===== src/rtl/uart_pkg.sv =====
// Shared UART definitions: receiver/transmitter state encoding, frame width
// and the clocks-per-bit helper.
package uart_pkg;

   typedef enum logic [2:0] {
      ST_IDLE,
      ST_START,
      ST_DATA,
      ST_STOP,
      ST_WAIT_HIGH
   } uart_state_t;

   localparam int DATA_BITS = 8;

   function automatic int baud_cnt_max(input int clk_freq, input int baud);
      return clk_freq / baud;
   endfunction

endpackage


===== src/rtl/uart_bit_sync.sv =====
// Two-flop synchroniser for one asynchronous bit, plus a history flop for
// falling-edge detection. All flops reset high so an idle line never looks like an edge.
module uart_bit_sync (
   input  logic i_clk,
   input  logic i_rst,
   input  logic i_async,
   output logic o_sync,
   output logic o_fall
);

   logic r_s1;
   logic r_s2;
   logic r_s3;

   always_ff @(posedge i_clk) begin
      // NOTE: non-blocking assignments make the three flops shift one stage per
      // clock; blocking ones would collapse the chain into a single flop.
      if (i_rst) begin
         r_s1 <= 1'b1;
         r_s2 <= 1'b1;
         r_s3 <= 1'b1;
      end else begin
         r_s1 <= i_async;
         r_s2 <= r_s1;
         r_s3 <= r_s2;
      end
   end

   assign o_sync = r_s2;
   assign o_fall = r_s3 & ~r_s2;

endmodule


===== src/rtl/uart_rx.sv =====
// 8N1 UART receiver: start-bit validation at mid-bit, LSB-first data sampling
// at bit centres, stop-bit check with a one-cycle data strobe or framing-error pulse.
module uart_rx
   import uart_pkg::*;
#(
   parameter int CLK_FREQ     = 50_000_000,
   parameter int BAUD         = 9600,
   parameter int BAUD_CNT_MAX = baud_cnt_max(CLK_FREQ, BAUD)
) (
   input  logic                 s_clk,
   input  logic                 s_rst,
   input  logic                 rx,
   output logic [DATA_BITS-1:0] po_data,
   output logic                 po_flag,
   output logic                 frame_err
);

   localparam int CW = $clog2(BAUD_CNT_MAX);
   localparam logic [CW-1:0] HALF_M1 = CW'(BAUD_CNT_MAX / 2 - 1);
   localparam logic [CW-1:0] FULL_M1 = CW'(BAUD_CNT_MAX - 1);
   localparam logic [2:0]    LAST_BIT = 3'(DATA_BITS - 1);

   logic w_rx;
   logic w_start_edge;

   uart_state_t          r_state;
   logic [CW-1:0]        r_baud_cnt;
   logic [2:0]           r_bit_cnt;
   logic [DATA_BITS-1:0] r_shift_reg;
   logic [DATA_BITS-1:0] r_po_data;
   logic                 r_po_flag;
   logic                 r_frame_err;

   uart_bit_sync u_sync (
      .i_clk   (s_clk),
      .i_rst   (s_rst),
      .i_async (rx),
      .o_sync  (w_rx),
      .o_fall  (w_start_edge)
   );

   always_ff @(posedge s_clk) begin
      if (s_rst) begin
         r_state     <= ST_IDLE;
         r_baud_cnt  <= '0;
         r_bit_cnt   <= '0;
         r_shift_reg <= '0;
         r_po_data   <= '0;
         r_po_flag   <= 1'b0;
         r_frame_err <= 1'b0;
      end else begin
         // Strobes default low so each asserts for exactly one cycle.
         r_po_flag   <= 1'b0;
         r_frame_err <= 1'b0;

         case (r_state)
            ST_IDLE: begin
               r_baud_cnt <= '0;
               r_bit_cnt  <= '0;
               if (w_start_edge) r_state <= ST_START;
            end

            ST_START: begin
               if (r_baud_cnt == HALF_M1) begin
                  r_baud_cnt <= '0;
                  r_state    <= w_rx ? ST_IDLE : ST_DATA;
               end else begin
                  r_baud_cnt <= r_baud_cnt + 1'b1;
               end
            end

            ST_DATA: begin
               if (r_baud_cnt == FULL_M1) begin
                  r_baud_cnt  <= '0;
                  r_shift_reg <= {w_rx, r_shift_reg[DATA_BITS-1:1]};
                  r_bit_cnt   <= r_bit_cnt + 1'b1;
                  if (r_bit_cnt == LAST_BIT) r_state <= ST_STOP;
               end else begin
                  r_baud_cnt <= r_baud_cnt + 1'b1;
               end
            end

            ST_STOP: begin
               if (r_baud_cnt == FULL_M1) begin
                  r_baud_cnt <= '0;
                  if (w_rx) begin
                     r_po_data <= r_shift_reg;
                     r_po_flag <= 1'b1;
                     r_state   <= ST_IDLE;
                  end else begin
                     r_frame_err <= 1'b1;
                     r_state     <= ST_WAIT_HIGH;
                  end
               end else begin
                  r_baud_cnt <= r_baud_cnt + 1'b1;
               end
            end

            ST_WAIT_HIGH: begin
               if (w_rx) r_state <= ST_IDLE;
            end

            default: r_state <= ST_IDLE;
         endcase
      end
   end

   assign po_data   = r_po_data;
   assign po_flag   = r_po_flag;
   assign frame_err = r_frame_err;

endmodule

===== config.mk =====
export PLATFORM = sky130hd
export DESIGN_NAME = uart_rx
export DESIGN_NICKNAME = d
export VERILOG_FILES = /design/src/rtl/uart_pkg.sv /design/src/rtl/uart_bit_sync.sv /design/src/rtl/uart_rx.sv
export SDC_FILE = /design/constraint.sdc
export NUM_CORES = 1
export LEC_CHECK = 0
export CAP_MARGIN = 5
export CORE_UTILIZATION = 34
export DETAILED_ROUTE_END_ITERATION = 7
export SLEW_MARGIN = 25
export SYNTH_ARGS = -nofsm -noshare
export SYNTH_HDL_FRONTEND = slang
export SYNTH_SLANG_ARGS = --single-unit

===== constraint.sdc =====
create_clock -name s_clk -period 4.1 [get_ports s_clk]
set_input_delay 1.23 -clock s_clk [delete_from_list [all_inputs] [get_ports s_clk]]
set_output_delay 1.23 -clock s_clk [all_outputs]
set_load 0.02 [all_outputs]

# Word-level counts from Yosys, hierarchy flattened
# Index checks and enable logic that the tools add are counted.
# Widths: inputs -> output; s select.
[op_classes]
addsub = 2
n_eq_ne = 13
mux = 16
bitwise = 4
n_reduce_logical = 9
[op_table]
columns = ["cell", "n"]
rows = [
  ["$pmux 13 s3", 1],
  ["$mux 13", 2],
  ["$mux 3", 8],
  ["$pmux 3 s5", 1],
  ["$add 13x1->13 const B", 1],
  ["$eq 13x12->1 const B", 1],
  ["$eq 13x13->1 const B", 1],
  ["$ne 2x2->1 const B", 4],
  ["$eq 3x2->1 const B", 2],
  ["$eq 3x3->1 const B", 2],
  ["$pmux 3 s2", 1],
  ["$reduce_and 6->1", 1],
  ["$ne 2x1->1 const B", 2],
  ["$reduce_and 2->1", 2],
  ["$add 3x1->3 const B", 1],
  ["$eq 3x1->1 const B", 1],
  ["$logic_not 3->1", 1],
  ["$not 1->1", 3],
  ["$reduce_and 3->1", 1],
  ["$reduce_bool 3->1", 1],
  ["$reduce_or 3->1", 1],
  ["$mux 1", 2],
  ["$mux 2", 1],
  ["$reduce_bool 2->1", 1],
  ["other kinds (2)", 2],
]
[word_totals]
register_bits = 40
in_bits = 3
wordCells = 54

# Logic depth before layout (Yosys ltp)
# Gate-level depths: netlist of the first run.
[depth]
word_depth = 4
mapped_depth = 7
ltp_nobuf = 6

# Cells and area by module
# A second synthesis of the first run with hierarchy kept.
[hier_totals]
hier_cells = 202
area_unflattened_um2 = 1853.0
[by_module_without_submodules]
columns = ["module", "instances", "cells_each", "area_per_inst_um2", "seq_area_each_um2"]
rows = [
  ["uart_rx", 1, 195, 1767.9, 740.7],
  ["uart_bit_sync", 1, 7, 85.1, 60.1],
]

# Worst setup path before layout of the first run
# OpenSTA, ideal clock, no wires.
[synth_path]
path_type = "in2reg"
startpoint = "input port s_rst"
endpoint = "register r_baud_cnt[5]"
arrival_time_ps = 2031
t_required_ps = 4026
slack_ps = 1995
stages = 3
n_path_buf = 0
cell_sequence = "or2_2 -> or4_1 -> o21ai_0"
[synth_lines]
columns = ["element", "line_no", "rtl"]
rows = [
  ["from (decl)", "uart_rx.sv:11", "input logic s_rst,"],
  ["to (signal assigned)", "uart_rx.sv:68", "r_baud_cnt <= r_baud_cnt + 1'b1;"],
  ["to (signal assigned)", "uart_rx.sv:79", "r_baud_cnt <= r_baud_cnt + 1'b1;"],
  ["to (signal assigned)", "uart_rx.sv:95", "r_baud_cnt <= r_baud_cnt + 1'b1;"],
  ["to (decl)", "uart_rx.sv:27", "logic [CW-1:0] r_baud_cnt;"],
]

# Final worst setup path of the first run
[layout_path]
startpoint = "register r_po_data[2] (netlist: po_data[2])"
endpoint = "output port po_data[2]"
[layout_lines]
columns = ["element", "line_no", "rtl"]
rows = [
  ["from (decl)", "uart_rx.sv:30", "logic [DATA_BITS-1:0] r_po_data;"],
  ["from (signal assigned)", "uart_rx.sv:87", "r_po_data <= r_shift_reg;"],
  ["to (decl)", "uart_rx.sv:13", "output logic [DATA_BITS-1:0] po_data,"],
]
# No word-level cell between the ends.

==> results.sh, run 1 <==
export IMPL_status="complete, no violations"
export IMPL_tightest_slew_ps=685
export IMPL_max_freq_mhz=406
export IMPL_synth_fa_ha_area_frac=0.0207
export IMPL_cts_resized_gates=0
export IMPL_die_h_um=75.1
export IMPL_drv_slew=0
export IMPL_synth_top_family_by_area="simple AND/OR/NAND/NOR gates"
export IMPL_synth_edf_count=0
export IMPL_worstPathMaxFanout=2
export IMPL_die_area_sq_um=5640
export IMPL_synth_simple_gate_area_frac=0.295
export IMPL_cts_setup_buffers=0
export IMPL_fin_nets=209
export IMPL_worst_skew_pair_late_latency_ps=290
export IMPL_dp_hpwl_um=2210
export IMPL_critPathMaxStageDelay_ps=610
export IMPL_grt_use_total=0.135
export IMPL_fin_skew_ps=2.81
export IMPL_finish_utilization=0.409
export IMPL_numPortBuffers=12
export IMPL_max_cap_viol_count=0
export IMPL_ys_ff_latch=40
export IMPL_die_w_um=75.1
export IMPL_cts_sinks=40
export IMPL_wire_per_inst_um=12.4
export IMPL_endpoint_kind="output port"
export IMPL_ff_latch_area_sq_um=801
export IMPL_wl_um=3390
export IMPL_diodes=0
export IMPL_critical_path_buf_inv_count=1
export IMPL_final_common_cell="dfxtp_1"
export IMPL_synth_mux_area_frac=0.112
export IMPL_drive_above_1_share=0.0931
export IMPL_vias_per_cell=5.08
export IMPL_initial_core_util=0.353
export IMPL_largest_reg_flops=13
export IMPL_critPathRequiredTime_ps=2870
export IMPL_path_cells="clkdlybuf4s50_1"
export IMPL_cts_tree="built"
export IMPL_grt_antenna_before_repair=0
export IMPL_ys_flop_type="dfxtp_1"
export IMPL_path_class="register to output port"
export IMPL_gp_congestion=0.767
export IMPL_rows=26
export IMPL_gr_total_overflow=0
export IMPL_synth_xor_area_share=0.0145
export IMPL_cp_top_family="buffers and inverters"
export IMPL_p_leak_nw=0.736
export IMPL_grt_pass1_vias=1282
export IMPL_async_reset_ff_frac=0
export IMPL_core_area_sq_um=5140
export IMPL_clkTransAtPathRegs_ps=80
export IMPL_grt_first_pass_wirelength_um=5780
export IMPL_min_path_type="register to register"
export IMPL_cts_root_buf="clkbuf_8"
export IMPL_slowest_stage="clkdlybuf4s50_1"
export IMPL_crit_arrival_ps=1230
export IMPL_peakVddDrop_mv=0.229
export IMPL_syn_inst=194
export IMPL_reg2reg_from="r_baud_cnt[0]$_SDFFE_PP0P_"
export IMPL_timing_final_crit_share=0.601
export IMPL_dr_pass1_iters=6
export IMPL_reg2reg_slack_ps=1940
export IMPL_holdPathEnd="u_sync.o_sync$_SDFF_PP1_"
export IMPL_hold_viol=0
export IMPL_mostFrequentLayoutCells="dfxtp_1 (40), nor2_1 (25), mux2i_1 (18)"
export IMPL_postRouteAntennaNets=0
export IMPL_yosys_cell_types_count=42
export IMPL_power_mw=0.884
export IMPL_drt_iter0_markers=73
export IMPL_num_fill_cells=545
export IMPL_grt_max_degree=41
export IMPL_worst_r2r_endpoint="r_state[0]$_SDFFE_PP0P_"
export IMPL_start_kind="register"
export IMPL_synth_compound_area_frac=0.0882
export IMPL_cts_buffer_depth=2
export IMPL_syn_cell_area_sq_um=1820
export IMPL_slew_headroom=0.543
export IMPL_holdPathStages=1
export IMPL_setup_viol=0
export IMPL_worstSetupPathDepth=1
export IMPL_r2r_cells=6
export IMPL_ioPinCount=13
export IMPL_numCtsBuffers=5
export IMPL_yosys_warnings=0
export IMPL_synth_nets=200
export IMPL_avgSynthCellArea_sq_um=9.36
export IMPL_rsz0062_at_grt="false"
export IMPL_fin_crit_ps=2460
export IMPL_ys_seq_area_frac=0.441
export IMPL_syn_to_final_growth_pct=15.6
export IMPL_power_density_nw_per_um2=421
export IMPL_multi_input_comb_area_sq_um=970
export IMPL_hp_start="u_sync.r_s1$_SDFF_PP1_"
export IMPL_fin_tns_setup_ps=0
export IMPL_drc_errors=0
export IMPL_htreeDepth=2
export IMPL_postCtsHoldBufs=0
export IMPL_num_vias=1391
[report_power, final]
| part | internal [mW] | switching, mW |
|---|---|---|
| Combinational | 0.0542 | 0.0892 |
| Sequential | 0.401 | 0.0230 |
| Clock | 0.180 | 0.136 |
| Total | 0.635 | 0.248 |
[worst max path at each step]
stage / from / to / slack (ps)
finish: po_data[2]$_SDFFE_PP0P_ / po_data[2] / 1640
global route: po_data[2]$_SDFFE_PP0P_ / po_data[2] / 1580
CTS: po_data[2]$_SDFFE_PP0P_ / po_data[2] / 1600
detailed placement: s_rst / r_baud_cnt[4]$_SDFFE_PP0P_ / 1400
global placement: s_rst / r_baud_cnt[4]$_SDFFE_PP0P_ / 1400
floorplan: s_rst / r_baud_cnt[5]$_SDFFE_PP0P_ / 1990
[Yosys cell counts (2+ instances only)]
| master | count | share of area |
|---|---|---|
| a211o_1 | 2 | 0.0096 |
| a21o_1 | 2 | 0.0083 |
| a21oi_1 | 7 | 0.019 |
| a31oi_1 | 3 | 0.010 |
| and3_1 | 3 | 0.010 |
| and4_1 | 2 | 0.0096 |
| and4bb_2 | 2 | 0.014 |
| buf_4 | 2 | 0.0083 |
| clkbuf_1 | 9 | 0.019 |
| dfxtp_1 | 40 | 0.44 |
| ha_1 | 3 | 0.021 |
| mux2i_1 | 18 | 0.099 |
| nand2_1 | 14 | 0.029 |
| nand2b_1 | 5 | 0.017 |
| nand3_1 | 6 | 0.017 |
| nand3b_1 | 3 | 0.012 |
| nand4_1 | 5 | 0.017 |
| nor2_1 | 25 | 0.052 |
| nor2b_1 | 3 | 0.010 |
| nor3_1 | 4 | 0.011 |
| nor4_1 | 3 | 0.010 |
| nor4b_1 | 4 | 0.019 |
| o21ai_0 | 3 | 0.0083 |
| o31a_1 | 2 | 0.0096 |
| or2_2 | 3 | 0.010 |
| or3_1 | 3 | 0.010 |
| xor2_1 | 3 | 0.014 |
[cell type report]
class | instances | share of cell area
Timing Repair Buffer | 13 | 0.0608
Inverter | 1 | 0.00179
Multi-Input combinational cell | 142 | 0.462
Tap cell | 70 | 0.0417
Clock buffer | 5 | 0.0328
Sequential cell | 40 | 0.381
Clock inverter | 3 | 0.0203
[cells by family after synthesis]
family / Yosys count
compound gates: 24
xor+xnor: 3
buf+inv: 12
mux: 20
fa+ha+maj: 3
simple gates: 92
flops: 40
[metrics by stage]
step	area [sq um]	worst slack (ps)	hold WS, ps	instances
4_1_cts	2090	1600	416	274
3_3_place_gp	1980	1400	394	266
3_5_place_dp	1980	1400	396	266
5_1_grt	2100	1580	443	274
2_1_floorplan	1820	1990	389	194
6_report	2100	1640	415	274
[metal layers]
metal | vias to the layer above | track usage | share of wire
li1 | 719 | - | -
met1 | 651 | 0.171 | 0.51
met2 | 17 | 0.218 | 0.45
met3 | 4 | 0.0361 | 0.031
met4 | 0 | 0.0503 | 0.0097
met5 | - | 0 | 0
Note: power is estimated with default switching activity, not from simulation.
==> run 2, diff against run 1 <==
Clock period 4.1 ns to 2 ns, I/O delays scaled along.
==> results.sh, run 2 (same netlist as run 1, synthesis figures left out) <==
export IMPL_hold_viol=0
export IMPL_pre_cts_ws_ps=73.4
export IMPL_path_class="register to register"
export IMPL_cts_tree="built"
export IMPL_diodes=0
export IMPL_worstPathMaxFanout=10
export IMPL_grt_max_degree=22
export IMPL_mostFrequentLayoutCells="dfxtp_1 (40), nor2_1 (25), mux2i_1 (18)"
export IMPL_p_leak_nw=0.798
export IMPL_fin_skew_ps=4.20
export IMPL_vias_per_cell=5.10
export IMPL_cts_buffer_depth=2
export IMPL_rsz0062_at_grt="false"
export IMPL_internal_power_mw=1.37
export IMPL_fin_crit_ps=1920
export IMPL_clkTransAtPathRegs_ps=80
export IMPL_placed_cells=278
export IMPL_worst_skew_pair_late_latency_ps=290
export IMPL_gr_total_overflow=0
export IMPL_drv_slew=0
export IMPL_dp_hpwl_um=2420
export IMPL_slew_headroom=0.785
export IMPL_timing_final_crit_share=0.960
export IMPL_power_density_nw_per_um2=875
export IMPL_r2r_cells=7
export IMPL_crit_arrival_ps=2150
export IMPL_p_sw_mw=0.553
export IMPL_drt_iter0_markers=89
export IMPL_worst_slack_ps=80.0
export IMPL_min_path_type="register to register"
export IMPL_tightest_slew_ps=320
export IMPL_initial_core_util=0.353
export IMPL_peakVddDrop_mv=0.475
export IMPL_grt_antenna_before_repair=0
export IMPL_die_area_sq_um=5640
export IMPL_gp_congestion=0.788
export IMPL_num_fill_cells=546
export IMPL_max_freq_mhz=521
export IMPL_ioPinCount=13
export IMPL_core_area_sq_um=5140
export IMPL_die_h_um=75.1
export IMPL_grt_pass1_vias=1352
export IMPL_syn_to_final_growth_pct=20.8
export IMPL_grt_first_pass_wirelength_um=6190
export IMPL_drive_above_1_share=0.144
export IMPL_cts_root_buf="clkbuf_8"
export IMPL_combPwrFrac=0.202
export IMPL_grt_use_total=0.145
export IMPL_slowest_stage="or4_1"
export IMPL_holdPathStages=1
export IMPL_finish_utilization=0.427
export IMPL_numCtsBuffers=5
export IMPL_die_w_um=75.1
export IMPL_path_cells="ha_1, and4bb_2, nand3_4, a22oi_2, buf_4, or4_1, o21ai_0"
export IMPL_postCtsHoldBufs=0
export IMPL_endpoint_kind="register"
export IMPL_setup_viol=0
export IMPL_fin_cells=286
export IMPL_dr_pass1_iters=4
export IMPL_critPathMaxStageDelay_ps=490
export IMPL_status="complete, no violations"
export IMPL_postRouteAntennaNets=0
export IMPL_max_cap_viol_count=0
export IMPL_num_vias=1459
export IMPL_power_share_sequential=0.442
export IMPL_sw_frac_of_total=0.288
export IMPL_fin_nets=221
export IMPL_rows=26
export IMPL_cts_sinks=40
export IMPL_start_kind="register"
export IMPL_critPathRequiredTime_ps=2230
export IMPL_wl_um=3640
export IMPL_wire_per_inst_um=12.7
export IMPL_p_clk_frac=0.357
export IMPL_final_common_cell="dfxtp_1"
export IMPL_htreeDepth=2
export IMPL_largest_reg_flops=13
export IMPL_numPortBuffers=12
export IMPL_drc_errors=0
export IMPL_fin_tns_setup_ps=0
run 2: cell types whose count changed in the layout (fill, tap and decap cells not counted), sizes merged:
cell    change
buf        +12
clkinv      -1
inv         +1
run 2: area by class of cell:
| class | count | area [sq um] | area share |
|---|---|---|---|
| clock buffers | 5 | 68.8 | 0.0314 |
| clock inverters | 3 | 46.3 | 0.0211 |
| inverters | 1 | 3.75 | 0.00171 |
| multi-input cells | 142 | 970 | 0.442 |
| flip-flops and latches | 40 | 801 | 0.365 |
| well taps | 70 | 87.6 | 0.0399 |
| repair buffers | 25 | 218 | 0.0992 |
run 2: worst paths after layout:
path                                            startpoint                         end  slack, ps
worst min register to register      u_sync.r_s1$_SDFF_PP1_    u_sync.o_sync$_SDFF_PP1_        420
worst max register to register  r_baud_cnt[0]$_SDFFE_PP0P_  r_baud_cnt[5]$_SDFFE_PP0P_         80
worst min-delay path                u_sync.r_s1$_SDFF_PP1_    u_sync.o_sync$_SDFF_PP1_        420
worst max-delay path            r_baud_cnt[0]$_SDFFE_PP0P_  r_baud_cnt[5]$_SDFFE_PP0P_         80
run 2: metal layers:
layer / global-route usage / routed length (um) / vias up
li1: - / - / 738
met1: 0.187 / 1800 / 681
met2: 0.229 / 1650 / 35
met3: 0.0388 / 148 / 5
met4: 0.0566 / 42 / 0
met5: 0 / 0 / -
run 2: timing repair:
item / 4_1_cts / 5_1_grt
buffers inserted: 0 / 0
endpoints found under the hold margin: 0 / 0
resized for setup: 0 / 1
endpoints found under the setup margin: 0 / 9
run 2: per-stage QoR:
stage / power [mW] / area [sq um] / hold WS (ps)
after floorplan: 1.13 / 1820 / 389
after global placement: 1.25 / 2070 / 394
after detailed placement: 1.25 / 2070 / 402
after CTS: 1.93 / 2190 / 422
after global routing: 2.02 / 2190 / 437
final: 1.92 / 2190 / 418
run 2: critical path: cells and delay by family (launching register included):
kind,cells,cell delay [ps]
simple gates,3,870
flops,1,340
fa+ha+maj,1,260
buf+inv,1,190
compound gates,2,180
run 2: power groups by stage:
stage	clock network, mW	logic (mW)	registers, mW
floorplan	0	0.282	0.849
global placement	0	0.381	0.866
detailed placement	0	0.380	0.866
CTS	0.696	0.386	0.848
global route	0.739	0.426	0.853
finish	0.685	0.387	0.848
